**src/rtl/pipe_sel_mux.sv**
```systemverilog
// N:1 selection mux with registered output and a 2-entry skid buffer.
// Channel chosen by sel (MODE 0) or lowest-index valid (MODE 1); beats leave in strict FIFO order.
`timescale 1ns/1ps

module pipe_sel_mux #(
   parameter int WIDTH  = 32,
   parameter int NUM_IN = 4,
   parameter int SEL_W  = 2,
   parameter int MODE   = 0
) (
   input  logic                     clk,
   input  logic                     rst_n,
   input  logic                     flush,
   input  logic [NUM_IN*WIDTH-1:0]  in_data,
   input  logic [NUM_IN-1:0]        in_valid,
   output logic [NUM_IN-1:0]        in_ready,
   input  logic [SEL_W-1:0]         sel,
   output logic [WIDTH-1:0]         out_data,
   output logic [SEL_W-1:0]         out_src,
   output logic                     out_valid,
   input  logic                     out_ready,
   output logic                     sel_err
);

   typedef enum logic [1:0] {EMPTY, ONE, TWO} state_t;

   state_t              state;
   state_t              state_nxt;
   logic                ch_ok;
   logic [SEL_W-1:0]    ch;
   logic [NUM_IN-1:0]   ch_hot;
   logic [WIDTH-1:0]    ch_data;
   logic                acc;
   logic                drn;
   logic [WIDTH-1:0]    sr_data;
   logic [SEL_W-1:0]    sr_src;

   // NOTE: every always_comb output gets a default first so no path leaves it unassigned (no latch).
   always_comb begin
      ch_ok   = 1'b0;
      ch      = '0;
      ch_hot  = '0;
      ch_data = '0;
      if (MODE == 0) begin
         ch_ok = (32'(sel) < NUM_IN);
         ch    = sel;
      end else begin
         for (int i = NUM_IN - 1; i >= 0; i--) begin
            if (in_valid[i]) begin
               ch_ok = 1'b1;
               ch    = SEL_W'(i);
            end
         end
      end
      for (int i = 0; i < NUM_IN; i++) begin
         ch_hot[i] = ch_ok && (ch == SEL_W'(i));
         if (ch_hot[i]) ch_data = in_data[i*WIDTH +: WIDTH];
      end
   end

   // Ready is a function of registered state only, keeping out_ready off the in_ready path.
   always_comb begin
      out_valid = (state != EMPTY);
      in_ready  = (state != TWO) ? ch_hot : '0;
   end

   assign acc = |(in_valid & in_ready);
   assign drn = out_valid & out_ready;

   always_comb begin
      state_nxt = state;
      case (state)
         EMPTY:   if (acc) state_nxt = ONE;
         ONE: begin
            if (acc && !drn)      state_nxt = TWO;
            else if (!acc && drn) state_nxt = EMPTY;
         end
         TWO:     if (drn) state_nxt = ONE;
         default: state_nxt = EMPTY;
      endcase
      if (flush) state_nxt = EMPTY;
   end

   // NOTE: sequential state uses non-blocking assignments so all registers update from pre-edge values.
   always_ff @(posedge clk or negedge rst_n) begin
      if (!rst_n) state <= EMPTY;
      else        state <= state_nxt;
   end

   // NOTE: the two-entry storage is plain flops, so it is reset like any other register.
   always_ff @(posedge clk or negedge rst_n) begin
      if (!rst_n) begin
         out_data <= '0;
         out_src  <= '0;
         sr_data  <= '0;
         sr_src   <= '0;
      end else if (flush) begin
         out_data <= '0;
         out_src  <= '0;
         sr_data  <= '0;
         sr_src   <= '0;
      end else begin
         case (state)
            EMPTY: begin
               if (acc) begin
                  out_data <= ch_data;
                  out_src  <= ch;
               end
            end
            ONE: begin
               if (acc && drn) begin
                  out_data <= ch_data;
                  out_src  <= ch;
               end else if (acc) begin
                  sr_data <= ch_data;
                  sr_src  <= ch;
               end
            end
            TWO: begin
               if (drn) begin
                  out_data <= sr_data;
                  out_src  <= sr_src;
               end
            end
            default: ;
         endcase
      end
   end

   always_ff @(posedge clk or negedge rst_n) begin
      if (!rst_n) sel_err <= 1'b0;
      else        sel_err <= (MODE == 0) && (32'(sel) >= NUM_IN);
   end

endmodule

```
**config.mk**
```make
export PLATFORM = sky130hd
export DESIGN_NAME = pipe_sel_mux
export DESIGN_NICKNAME = d
export VERILOG_FILES = /design/src/rtl/pipe_sel_mux.sv
export SDC_FILE = /design/constraint.sdc
export NUM_CORES = 1
export LEC_CHECK = 0
export ABC_AREA = 1
export BUFFER_PORTS_ARGS = -buffer_cell sky130_fd_sc_hd__clkbuf_2
export CAP_MARGIN = 10
export CORE_UTILIZATION = 50
export DETAILED_ROUTE_END_ITERATION = 12
export PLACE_DENSITY = 0.82
export SYNTH_ARGS = -nofsm -noshare
export SYNTH_HDL_FRONTEND = slang
export SYNTH_SLANG_ARGS = --single-unit
```
**constraint.sdc**
```tcl
create_clock -name clk -period 2 [get_ports clk]
set_input_delay 0.6 -clock clk [delete_from_list [all_inputs] [get_ports clk]]
set_output_delay 0.6 -clock clk [all_outputs]
set_load 0.005 [all_outputs]
```
==> metrics.md <==
| Metric | Value |
|---|---|
| Fin nets | `974` |
| # IOs | `178` |
| Site Rows | `34` |
| # fillers | `767` |
| Synthesized area | `4560 um^2` |
| Die width | `97.5 um` |
| Combinational power share | `29.7%` |
| Final Hold Viols | `0` |
| Critical path peak fanout | `5` |
| N_diodes | `0` |
| Hold crit path type | `input pin to async pin` |
| WL final | `13.5 mm` |
| CTS H-Tree Depth | `3` |
| Final setup viols | `0` |
| Power per cell area | `735 nW/um^2` |
| Vias in the first global route | `4976` |
| First-pass DRT Iterations | `5` |
| Status | `completed` |
| DR vias | `5213` |
| Switch Pwr | `1.37 mW` |
| Synth top area share | `38.4%` |
| Max Cap Viol | `0` |
| Core Area | `8760 um^2` |
| Kind of end point of the critical path | `primary output` |
| Root buffer cell | `clkbuf_8` |
| Syn Inst Count | `672` |
| CP Launch Type | `input pin` |
| Die footprint | `9500 um^2` |
| Cts hold-fix bufs | `0` |
| Fin area | `5910 um^2` |
| Num CTS Buffers | `9` |
| Initial core utilization | `52.0%` |
| Register area share after synthesis | `38.4%` |
| Fin Clk Skew | `6.00 ps` |
| Flops & latches, synth | `70` |
| CTS max path bufs | `2` |
| RePlAce Congestion | `0.905` |
| Dpl ws | `39.2 ps` |
| Largest net degree at the start of global routing | `55` |
| CTS sink cnt | `70` |
| Layout cell share with drive strength beyond 1 | `31.7%` |
| Initial antenna violation count | `0` |
| Syn-to-layout area delta | `29.6%` |
| RSZ-0062 raised after global routing | `no` |
| Slew Limit Fails | `0` |
| Mapped Nets | `810` |
| Setup TNS | `0 ps` |
| Post-route DRC violation count | `0` |
| Min Tclk post-route | `1930 ps` |
| Avg WL per Cell | `14.2 um` |
| Largest area contributor in the netlist | `dfrtp_1` |
| Hold slack | `186 ps` |
| Antenna Nets Post-Route | `0` |
| CP Data Required Time | `1400 ps` |
| Critical path class | `input pin to primary output` |
| Placed Area | `5660 um^2` |
| Clock network power share | `31.9%` |
| P_int | `2.97 mW` |
| Iter 0 DRT Violations | `315` |
| Fin crit share | `96.6%` |
| Count of different cell masters after synthesis | `25` |
| Post-route setup slack | `67.9 ps` |
| Syn Area/Cell | `6.78 um^2` |
| Tot GR Track Use | `29.6%` |
| Leak | `3.43 nW` |
| First-pass GRT wire length | `23.0 mm` |
| Via density | `5.50` |
| Synth warnings | `0` |
| CTS tree | `yes` |
| Worst-path clk slew | `70 ps` |
| Maximum VDD drop | `428 uV` |
| DP HPWL | `9.97 mm` |
| Number of port buffers | `176` |
| Skew-Pair Late Insertion Delay | `340 ps` |
| Maximum clock rate | `518 MHz` |
| Sequential Power Share | `38.5%` |
| Net Sw Frac | `31.6%` |
| Die height | `97.5 um` |
| Gr ovfl total | `0` |
| Crit path arrival time | `1330 ps` |
| Ranking of synthesized cells by area | `dfrtp_1, nand2_1, nand3_1` |
## per-layer routing
layer | vias to the layer above | share of wire [%] | track usage (%)
met2 | 266 | 47 | 48.4
met1 | 2377 | 42 | 39.1
li1 | 2536 | - | -
met4 | 0 | 2.9 | 10.6
met5 | - | 0 | 0
met3 | 34 | 8.4 | 5.61
## worst max-delay path, stage by stage
cell	delay (ps)
clkbuf_2	140
inv_1	100
buf_4	160
nor3_1	190
clkbuf_2	140
## cells in the mapped netlist
library cell / count
nand4_1: 34
o21ai_1: 19
nor2_4: 1
inv_1: 36
nand3_1: 124
inv_2: 3
conb_1: 1
dfrtp_1: 70
buf_1: 2
nand3_2: 1
buf_2: 12
nand2_2: 1
nor2_1: 37
buf_4: 9
clkinv_1: 1
or2_2: 32
nand3b_1: 11
nor3_1: 3
nor2_2: 1
buf_6: 3
nand2_1: 199
a21oi_1: 18
clkbuf_1: 28
o21ai_0: 24
nand2_4: 2
## power groups by stage
stage | Combinational, mW | Sequential [mW] | Clock, mW
detailed placement | 1.27 | 1.69 | 0
global placement | 1.24 | 1.69 | 0
CTS | 1.28 | 1.67 | 1.39
floorplan | 0.729 | 1.68 | 0
global route | 1.44 | 1.69 | 1.45
finish | 1.29 | 1.67 | 1.38
## cell usage in the layout (no fill, tap or decap)
cell type  instances
a21oi_1           18
nand3_1          124
o21ai_1           19
dfrtp_1           70
clkbuf_2         175
o21ai_0           24
nand2_1          198
nand3b_1          11
nor2_4             1
or2_2             32
nor3_2             1
clkinv_2           2
inv_2              4
nand2_2            2
nor3_1             2
inv_1             35
nand4_1           34
buf_4             22
nand2_4            2
bufinv_16          3
nor2_2             1
nor2_1            37
nand3_2            1
buf_12            10
clkbuf_8          10
conb_1             1
clkbuf_1           1
## cells by family after synthesis
family / Yosys count / share of synthesized area, %
other: 1 / 0.0823
and+or+nand+nor: 446 / 45.5
buffers and inverters: 94 / 9.31
DFF: 70 / 38.4
AOI/OAI and AO/OA: 61 / 6.70
## area by class of cell
type	count	area (um^2)	area share (%)
Timing Repair Buffer	207	1240	21.0
Inverter	40	151	2.56
Tap cell	108	135	2.29
Clock buffer	11	141	2.39
Multi-Input combinational cell	508	2390	40.5
Clock inverter	4	95.1	1.61
Sequential cell	70	1750	29.7
## sequential cells by signal, summed over array words and instances, names as in the netlist
signal	count
out_data	32
sr_data	32
out_src	2
sr_src	2
state	2
## timing repair
item	in CTS	in global routing
endpoints found under the setup margin	0	3
gates resized for setup	0	2
buffers inserted	0	0
## worst paths after layout
kind | start | endpoint | slack [ps] | depth (start not counted)
max | sel[1] | in_ready[2] | 70 | 5
max in group asynchronous | rst_n | sr_data[17] | 1270 | 2
min reg2reg | out_src[1] | out_src[1] | 510 | 2
min | rst_n | sr_data[12] | 190 | 1
min in group clk | out_src[1] | out_src[1] | 510 | 2
max reg2reg | state[1] | out_data[27] | 360 | 7
## per-stage QoR
step,cells,total power [mW],util (%)
after CTS,948,4.34,67.3
final,948,4.34,67.4
after floorplan,672,2.41,-
after global routing,948,4.57,67.4
after global placement,933,2.93,64.6
after detailed placement,933,2.97,64.6
Power figures use the tool's default switching activity.
